==> src/rtl/placar_exibidor_bcd.sv <==
// placar_exibidor_bcd: serial binary-to-BCD score converter driving a scanned 3-digit 7-segment display
module placar_exibidor_bcd #(
    parameter int W               = 7,
    parameter int SCAN_DIV        = 4,
    parameter int SEG_ATIVO_BAIXO = 1
) (
    input  logic         clk,
    input  logic         rst_n,
    input  logic [W-1:0] placar,
    input  logic         carregar,
    output logic         ocupado,
    output logic         pronto,
    output logic [3:0]   centena,
    output logic [3:0]   dezena,
    output logic [3:0]   unidade,
    output logic [6:0]   seg,
    output logic [2:0]   an
);
    localparam int CW = $clog2(W + 1);
    localparam int SW = SCAN_DIV > 1 ? $clog2(SCAN_DIV) : 1;
    typedef enum logic [1:0] {OCIOSO, CONVERTE, FIM} estado_t;
    estado_t estado, prox;
    logic [W-1:0]  bin;
    logic [11:0]   bcd, ajust;
    logic [CW-1:0] cnt;
    logic [SW-1:0] scnt;
    logic [3:0]    sel;
    logic [6:0]    hi;
    logic          blank;
    for (genvar g = 0; g < 3; g++) begin : g_aj
        assign ajust[4*g +: 4] = bcd[4*g +: 4] >= 4'd5 ? bcd[4*g +: 4] + 4'd3 : bcd[4*g +: 4];
    end
    assign ocupado = estado != OCIOSO;
    always_comb begin
        prox = estado;
        prox = estado == OCIOSO   ? (carregar ? CONVERTE : OCIOSO)
             : estado == CONVERTE ? (cnt == CW'(1) ? FIM : CONVERTE)
             : OCIOSO;
    end
    always_ff @(posedge clk) begin
        if (!rst_n) begin
            estado  <= OCIOSO;
            pronto  <= 1'b0;
            centena <= '0;
            dezena  <= '0;
            unidade <= '0;
            bin     <= '0;
            bcd     <= '0;
            cnt     <= '0;
        end else begin
            estado <= prox;
            pronto <= estado == FIM;
            if (estado == OCIOSO && carregar) begin
                bin <= placar;
                bcd <= '0;
                cnt <= CW'(W);
            end
            if (estado == CONVERTE) begin
                bcd <= {ajust[10:0], bin[W-1]};
                bin <= {bin[W-2:0], 1'b0};
                cnt <= cnt - 1'b1;
            end
            if (estado == FIM) begin
                centena <= bcd[11:8];
                dezena  <= bcd[7:4];
                unidade <= bcd[3:0];
            end
        end
    end
    always_ff @(posedge clk) begin
        if (!rst_n) begin
            scnt <= '0;
            an   <= 3'b001;
        end else begin
            scnt <= scnt == SW'(SCAN_DIV - 1) ? '0 : scnt + 1'b1;
            if (scnt == SW'(SCAN_DIV - 1))
                an <= {an[1:0], an[2]};
        end
    end
    function automatic logic [6:0] dec(input logic [3:0] d);
        case (d)
            4'd0:    dec = 7'b0111111;
            4'd1:    dec = 7'b0000110;
            4'd2:    dec = 7'b1011011;
            4'd3:    dec = 7'b1001111;
            4'd4:    dec = 7'b1100110;
            4'd5:    dec = 7'b1101101;
            4'd6:    dec = 7'b1111101;
            4'd7:    dec = 7'b0000111;
            4'd8:    dec = 7'b1111111;
            4'd9:    dec = 7'b1101111;
            default: dec = 7'b0000000;
        endcase
    endfunction
    // leading-zero blanking uses only registered digits, so the display never shows partial results
    assign sel   = an[0] ? unidade : an[1] ? dezena : centena;
    assign blank = (an[2] && centena == 4'd0) || (an[1] && centena == 4'd0 && dezena == 4'd0);
    assign hi    = blank ? 7'b0000000 : dec(sel);
    assign seg   = SEG_ATIVO_BAIXO != 0 ? ~hi : hi;
endmodule

==> config.mk <==
export PLATFORM = sky130hd
export DESIGN_NAME = placar_exibidor_bcd
export DESIGN_NICKNAME = d
export VERILOG_FILES = /design/src/rtl/placar_exibidor_bcd.sv
export SDC_FILE = /design/constraint.sdc
export NUM_CORES = 1
export LEC_CHECK = 0
export BUFFER_PORTS_ARGS = -buffer_cell sky130_fd_sc_hd__clkbuf_2
export CELL_PAD_IN_SITES_DETAIL_PLACEMENT = 1
export CELL_PAD_IN_SITES_GLOBAL_PLACEMENT = 2
export CORE_AREA = 3 3 85 87
export CTS_CLUSTER_SIZE = 16
export DETAILED_ROUTE_END_ITERATION = 16
export DIE_AREA = 0 0 88 90
export GPL_TIMING_DRIVEN = 0
export PLACE_DENSITY_LB_ADDON = 0.3
export SLEW_MARGIN = 20
export SYNTH_ARGS = -nofsm -noshare
export SYNTH_HDL_FRONTEND = slang
export SYNTH_SLANG_ARGS = --single-unit
==> constraint.sdc <==
create_clock -name clk -period 2.6 [get_ports clk]
set_clock_uncertainty 0.1 [all_clocks]
set_input_delay 0.26 -clock clk [delete_from_list [all_inputs] [get_ports clk]]
set_output_delay 0.26 -clock clk [all_outputs]
set_load 0.02 [all_outputs]
==> results of run 1 <==
## worst reg2reg max path, stage by stage (launching register included)
cell and delay (ps):
dfxtp_1 400, inv_1 100, ha_1 170, nand2b_1 130
a21oi_1 290, mux2_2 370, a2bb2oi_1 130, nor2_1 80
## registers in the layout, indices dropped and copies added, names as in the netlist
signal and flops:
bcd 12, bin 7, centena 4, dezena 4
unidade 4, an 3, cnt 3, estado 2
scnt 2, pronto 1
## per-stage QoR
step                      power (mW)  instances   util  cell area, µm²
after CTS                       1.38        367  0.389            2500
after global routing            1.43        370  0.394            2530
after global placement         0.867        359  0.370            2380
final                           1.36        370  0.394            2530
after floorplan                0.815        249      -            2120
after detailed placement       0.873        359  0.370            2380
## metal layers
layer,vias up,track usage,share of wire
li1,932,-,-
met1,887,0.190,0.49
met2,17,0.238,0.48
met3,5,0.0247,0.022
met4,0,0.0345,0.0097
met5,-,0,0
## cells in the mapped netlist, types with 4 or more instances
master	instances
nand3_1	4
nor3_1	9
buf_2	4
nor2_1	18
a21oi_1	28
ha_1	14
nand2b_1	7
a22oi_1	11
dfxtp_1	42
nand2_1	38
xnor2_1	5
mux2i_1	9
o21ai_0	12
clkbuf_1	7
inv_1	13
## repair_timing
action,in CTS,in global routing
buffers inserted,0,3
resized for setup,2,5
hold buffers,0,0
pin swaps,0,0
endpoints found under the setup margin,4,4
## cell type report
type	instances	area, µm²
timing repair buffer	36	188
tap	77	96.3
inverter	13	48.8
sequential	42	842
clock inverter	3	40.0
multi-input combinational	179	1170
fill	779	3890
buffer	15	72.6
clock buffer	5	68.8
## power by group through the flow
stage / clock [mW] / combinational (mW) / sequential (mW)
2_1_floorplan: 0 / 0.120 / 0.695
3_3_place_gp: 0 / 0.173 / 0.694
3_5_place_dp: 0 / 0.177 / 0.696
4_1_cts: 0.525 / 0.179 / 0.680
5_1_grt: 0.545 / 0.198 / 0.684
6_report: 0.506 / 0.175 / 0.680
## logic make-up (layout without fill, tap and decap cells)
| family | Yosys count | after routing | synth area share |
|---|---|---|---|
| XOR/XNOR | 7 | 7 | 0.0290 |
| AO/OA/AOI/OAI | 59 | 59 | 0.165 |
| AND/OR/NAND/NOR | 83 | 83 | 0.174 |
| buffers and inverters | 28 | 72 | 0.0574 |
| flip-flops | 42 | 42 | 0.397 |
| multiplexers | 16 | 16 | 0.0940 |
| adder cells (fa/ha/maj) | 14 | 14 | 0.0828 |
## final timing paths
path / cells after the start / start / endpoint
worst max-delay path: 9 / an[1]$_SDFFE_PN0P_ / seg[6]
worst min-delay path: 2 / rst_n / an[0]$_SDFFE_PN1P_
worst max register to register: 7 / bcd[5]$_SDFFE_PN0P_ / bcd[6]$_SDFFE_PN0P_
worst min register to register: 1 / scnt[0]$_SDFF_PP0_ / scnt[0]$_SDFF_PP0_
==> key figures, run 1 <==
Run status
  • Outcome: completed

Timing
  • Number of hold violations in the final report: 0
  • Final Setup Violations: 0
  • Sum of negative setup slack: 0 ps
  • Post-layout worst setup margin: 127 ps
  • Achievable clock frequency: 404 MHz
  • RSZ-0062 raised after global routing: false
  • Ratio of final minimum period to clock period: 0.951
  • Hold Slack: 39.1 ps
  • Post-layout min period: 2470 ps
  • Slew Viols, Final: 0
  • Relative slew slack: 0.609
  • Tightest Pin Transition: 586 ps

Layout
  • Most common library cell in the layout ignoring fill and taps: dfxtp_1
  • Share of final-layout standard cells stronger than drive strength 1: 0.218
  • # nets final: 316
  • N_diodes: 0
  • Area delta synth->final: 19.5%
  • Most frequent cells in the layout: 41 x dfxtp_1, 38 x nand2_1, 31 x clkbuf_2, 28 x a21oi_1, 18 x nor2_1

Die
  • Count of boundary I/O pins: 34
  • Core Box Area: 6420 µm²
  • Starting Density: 0.329
  • Floorplan die area: 7920 µm²
  • Placement Rows: 29
  • Die height: 90 µm
  • DIE WIDTH: 88 µm

Pwr
  • Reg power frac: 0.500
  • Standby leakage power: 1.04 nW
  • Switching power share of the total: 0.256
  • Largest vdd supply drop: 0.000218 V
  • Internal power contribution: 1.01 mW
  • Cell area power density: 538 nW/µm²
  • Power share of the combinational group: 0.129
  • Clock network fraction of design power: 0.372
  • Net switching power: 0.348 mW

Drt
  • DRC violations left: 0
  • Number of antenna-violating nets in the routed design: 0
  • Post-DR vias/cell: 4.98
  • DR iter-0 viols: 38
  • Number of vias in the routed layout: 1841
  • Drt first pass iters: 4
  • Average wire length per cell after detail routing: 14.5 µm
  • Final wirelength: 5380 µm

Global routing
  • Global-route wire length before repair: 9090 µm
  • Maximum number of pins on one net before global-route repair: 14
  • Vias in the first global route: 1846
  • Total overflow reported by the global router: 0
  • Antenna violations before repair: 0
  • Aggregate global-route resource usage: 0.143

Logic synthesis
  • Post-synth EDFFs: 0
  • Library cell with the largest summed area after synthesis: dfxtp_1
  • Area share of the largest cell type after synthesis: 0.397
  • Number of instances in the synthesized netlist: 249
  • Yosys warns: 0
  • Flip-flop cell with the highest count after synthesis: dfxtp_1
  • Sequential-to-total area share from yosys stat: 0.397
  • Syn Nets: 273
  • Top cells by area, synth: dfxtp_1 40%, ha_1 8.3%, nand2_1 6.7%, a21oi_1 6.6%, mux2i_1 4.3%
  • Cell area after synthesis: 2120 µm²
  • Count of state elements after synthesis: 42
  • Synth Area per Inst: 8.50 µm²
  • Async S/R FF share, synth: 0
  • Cell variety after synth: 34

Run
  • MaxCap Viol Count: 0

Min path
  • Worst hold-check path type: in2reg

Worst setup path
  • Nature of the critical path endpoint: primary output
  • Peak per-stage delay on the critical path: 360 ps
  • Cell family contributing the most delay on the critical path: multiplexers
  • Critical-path cell list: buf_6, mux2_2, mux2i_4, inv_2, ha_1, nor3_2, a21o_1, nand2_1, buf_2
  • Crit Path Max Fanout: 7
  • Worst-path cell with the longest stage delay: mux2_2
  • Count of buffering cells on the critical path with inverters included: 3
  • Internal reg-to-reg setup slack: 770 ps
  • Element type at the critical path start: register
  • Required time at the worst-slack endpoint: 2240 ps
  • Worst Path Arrival: 2110 ps
  • Setup CP Type: reg2out

Clocking
  • H-Tree Level Count: 2
  • Clock sink count: 42
  • Clk root buf: clkbuf_8
  • Longest Clk Path Bufs: 2
  • Clock latency on the worst-skew pair: 290 ps
  • CTS tree: yes
  • Clock-pin slew reported for the worst setup and hold paths after clock tree synthesis: 80 ps
  • Number of buffers inserted during clock tree synthesis: 5

Placed design
  • Placer's final routability congestion estimate: 0.772
  • IO buf count: 33
  • Half-perimeter wire length of the detailed placement result: 4040 µm
  • Worst-case setup slack after placement: 192 ps
(Power assumes the default switching activity.)
==> inputs of run 2 (changes only) <==
--- a/config.mk
+++ b/config.mk
@@ -5,13 +5,14 @@
 export SDC_FILE = /design/constraint.sdc
 export NUM_CORES = 1
 export LEC_CHECK = 0
+export ABC_AREA = 1
 export BUFFER_PORTS_ARGS = -buffer_cell sky130_fd_sc_hd__clkbuf_2
 export CELL_PAD_IN_SITES_DETAIL_PLACEMENT = 1
 export CELL_PAD_IN_SITES_GLOBAL_PLACEMENT = 2
-export CORE_AREA = 3 3 85 87
+export CORE_AREA = 3 3 89 91
 export CTS_CLUSTER_SIZE = 16
 export DETAILED_ROUTE_END_ITERATION = 16
-export DIE_AREA = 0 0 88 90
+export DIE_AREA = 0 0 92 94
 export GPL_TIMING_DRIVEN = 0
 export PLACE_DENSITY_LB_ADDON = 0.3
 export SLEW_MARGIN = 20
==> run 2 against run 1 <==
Count of clock-buffer cells in the layout is the same. Worst setup slack improved by 70 ps. Synthesized area is 3.6% higher. Largest cell class unchanged. Wire length increased by 10%. Power grew 11%. Critical path type unchanged. Register-to-register slack better by 320 ps.
==> key figures, run 2 <==
Die
  • Die height: 94 µm
  • Core Box Area: 7210 µm²
  • Placement Rows: 31
  • DIE WIDTH: 92 µm
  • Starting Density: 0.304
  • Count of boundary I/O pins: 34
  • Floorplan die area: 8650 µm²

Pwr
  • Cell area power density: 582 nW/µm²
  • Standby leakage power: 1.20 nW
  • Largest vdd supply drop: 0.000191 V

Timing
  • Achievable clock frequency: 416 MHz
  • Hold Slack: 120 ps
  • Post-layout min period: 2400 ps
  • Ratio of final minimum period to clock period: 0.924
  • Slew Viols, Final: 0
  • Sum of negative setup slack: 0 ps
  • Post-layout worst setup margin: 197 ps
  • Tightest Pin Transition: 502 ps
  • Final Setup Violations: 0
  • RSZ-0062 raised after global routing: false
  • Number of hold violations in the final report: 0
  • Relative slew slack: 0.666

Worst setup path
  • Element type at the critical path start: register
  • Crit Path Max Fanout: 10
  • Endpoint of the worst register-to-register path: bcd[8]$_SDFFE_PN0P_
  • Worst Path Arrival: 2040 ps
  • Nature of the critical path endpoint: primary output
  • Depth of the worst register-to-register path: 7
  • Internal reg-to-reg setup slack: 1090 ps
  • Required time at the worst-slack endpoint: 2240 ps
  • Setup CP Type: reg2out
  • Crit Reg-Reg Startpoint: bcd[4]$_SDFFE_PN0P_

Drt
  • DR iter-0 viols: 68
  • Drt first pass iters: 4
  • Number of antenna-violating nets in the routed design: 0
  • Post-DR vias/cell: 4.73
  • Average wire length per cell after detail routing: 13.3 µm
  • Number of vias in the routed layout: 2100
  • DRC violations left: 0
  • Final wirelength: 5920 µm

Layout
  • Register containing the most flip-flops in the final layout: bcd
  • Most common library cell in the layout ignoring fill and taps: nand2_1
  • Share of final-layout standard cells stronger than drive strength 1: 0.191
  • # nets final: 368
  • Area delta synth->final: 18.3%
  • Most frequent cells in the layout: 74 x nand2_1, 40 x dfxtp_1, 36 x a21oi_1, 35 x nand3_1, 33 x clkbuf_2
  • Number of flip-flops under the largest register name: 12
  • Registers with the most flip-flops: bcd: 12 flops, bin: 7 flops
  • N_diodes: 0

Clocking
  • Number of buffers inserted by hold repair at cts: 0
  • H-Tree Level Count: 2
  • Clock latency on the worst-skew pair: 300 ps
  • CTS tree: yes
  • Longest Clk Path Bufs: 2
  • Clock-pin slew reported for the worst setup and hold paths after clock tree synthesis: 90 ps
  • Clock sink count: 42
  • Number of buffers inserted during clock tree synthesis: 5
  • Clk root buf: clkbuf_8

Global routing
  • Aggregate global-route resource usage: 0.147
  • Total overflow reported by the global router: 0
  • Maximum number of pins on one net before global-route repair: 14
  • Global-route wire length before repair: 10300 µm
  • Vias in the first global route: 2180
  • Antenna violations before repair: 0

Placed design
  • Worst-case setup slack after placement: 409 ps
  • Half-perimeter wire length of the detailed placement result: 4560 µm
  • Placer's final routability congestion estimate: 0.808
  • IO buf count: 33

Logic synthesis
  • Number of instances in the synthesized netlist: 304
  • Cell variety after synth: 30
  • Post-synth EDFFs: 0
  • Yosys warns: 0
  • Syn Nets: 328
  • Top cells by count, synth: 74 x nand2_1, 42 x dfxtp_1, 36 x a21oi_1
  • Most repeated cell in the gate-level netlist after synthesis: nand2_1
  • Flip-flop cell with the highest count after synthesis: dfxtp_1
  • Cell area after synthesis: 2190 µm²
  • Top cells by area, synth: dfxtp_1 38%, nand2_1 13%, a21oi_1 8.2%, ha_1 8.0%, nand3_1 8.0%
  • Library cell with the largest summed area after synthesis: dfxtp_1
  • Area share of the largest cell type after synthesis: 0.384
  • Count of state elements after synthesis: 42
  • Synth Area per Inst: 7.21 µm²
  • Async S/R FF share, synth: 0
  • Sequential-to-total area share from yosys stat: 0.384

Min path
  • Worst hold-check path type: in2reg
  • Worst hold path stage count: 3
  • Launch point of the worst hold path: placar[0]
  • Hold EP: bin[0]$_SDFFE_PP0P_

Run
  • MaxCap Viol Count: 0

Run status
  • Outcome: completed
run 2: final cells by class:
type,instances,area (µm²)
fillers,948,4620
repair buffers,33,165
clock inverters,3,40.0
well taps,99,124
flip-flops and latches,42,843
multi-input cells,221,1180
inverters,32,120
clock buffers,5,68.8
plain buffers,9,55.1
run 2: what timing repair did:
item | 4_1_cts | 5_1_grt
endpoints found under the setup margin | 0 | 4
endpoints found under the hold margin | 0 | 0
resized for setup | 0 | 3
buffers inserted | 0 | 0
run 2: cell families after synthesis:
group,synth area share
simple gates,0.320
compound gates,0.137
buf+inv,0.0799
flops,0.384
fa+ha+maj,0.0799
run 2: worst max path at each step:
stage,start,to,slack [ps],cells after the start
after global placement,an[0]$_SDFFE_PN1P_,seg[3],360,7
after CTS,an[0]$_SDFFE_PN1P_,seg[3],60,7
after detailed placement,an[0]$_SDFFE_PN1P_,seg[3],410,7
after global routing,an[0]$_SDFFE_PN1P_,seg[5],30,10
after floorplan,an[0]$_SDFFE_PN1P_,seg[3],610,6
final,an[0]$_SDFFE_PN1P_,seg[6],200,10
run 2: per-layer routing:
layer	vias to the layer above	GRT usage	routed length, µm
li1	1085	-	-
met1	982	0.191	2940
met2	26	0.246	2720
met3	7	0.0313	194
met4	0	0.0384	63
met5	-	0	0
run 2: report_power, final:
group / internal [mW] / switching, mW
sequential: 0.673 / 0.0238
combinational: 0.100 / 0.190
clock: 0.283 / 0.240
run 2: per-stage QoR:
stage | cells | utilization | total power, mW | area [µm²]
after global routing | 444 | 0.359 | 1.60 | 2590
after global placement | 436 | 0.344 | 1.00 | 2480
after floorplan | 304 | - | 0.914 | 2190
after detailed placement | 436 | 0.344 | 1.01 | 2480
after CTS | 444 | 0.359 | 1.53 | 2590
final | 444 | 0.359 | 1.51 | 2590
run 2: critical path, stage by stage (launching register included):
cell and delay, ps:
dfxtp_2 390, inv_2 110, or2_2 290, nand2_1 180, inv_1 100, ha_1 190, inv_1 60, nand3_1 110
nand3_1 100, nand3_1 60, clkbuf_2 160
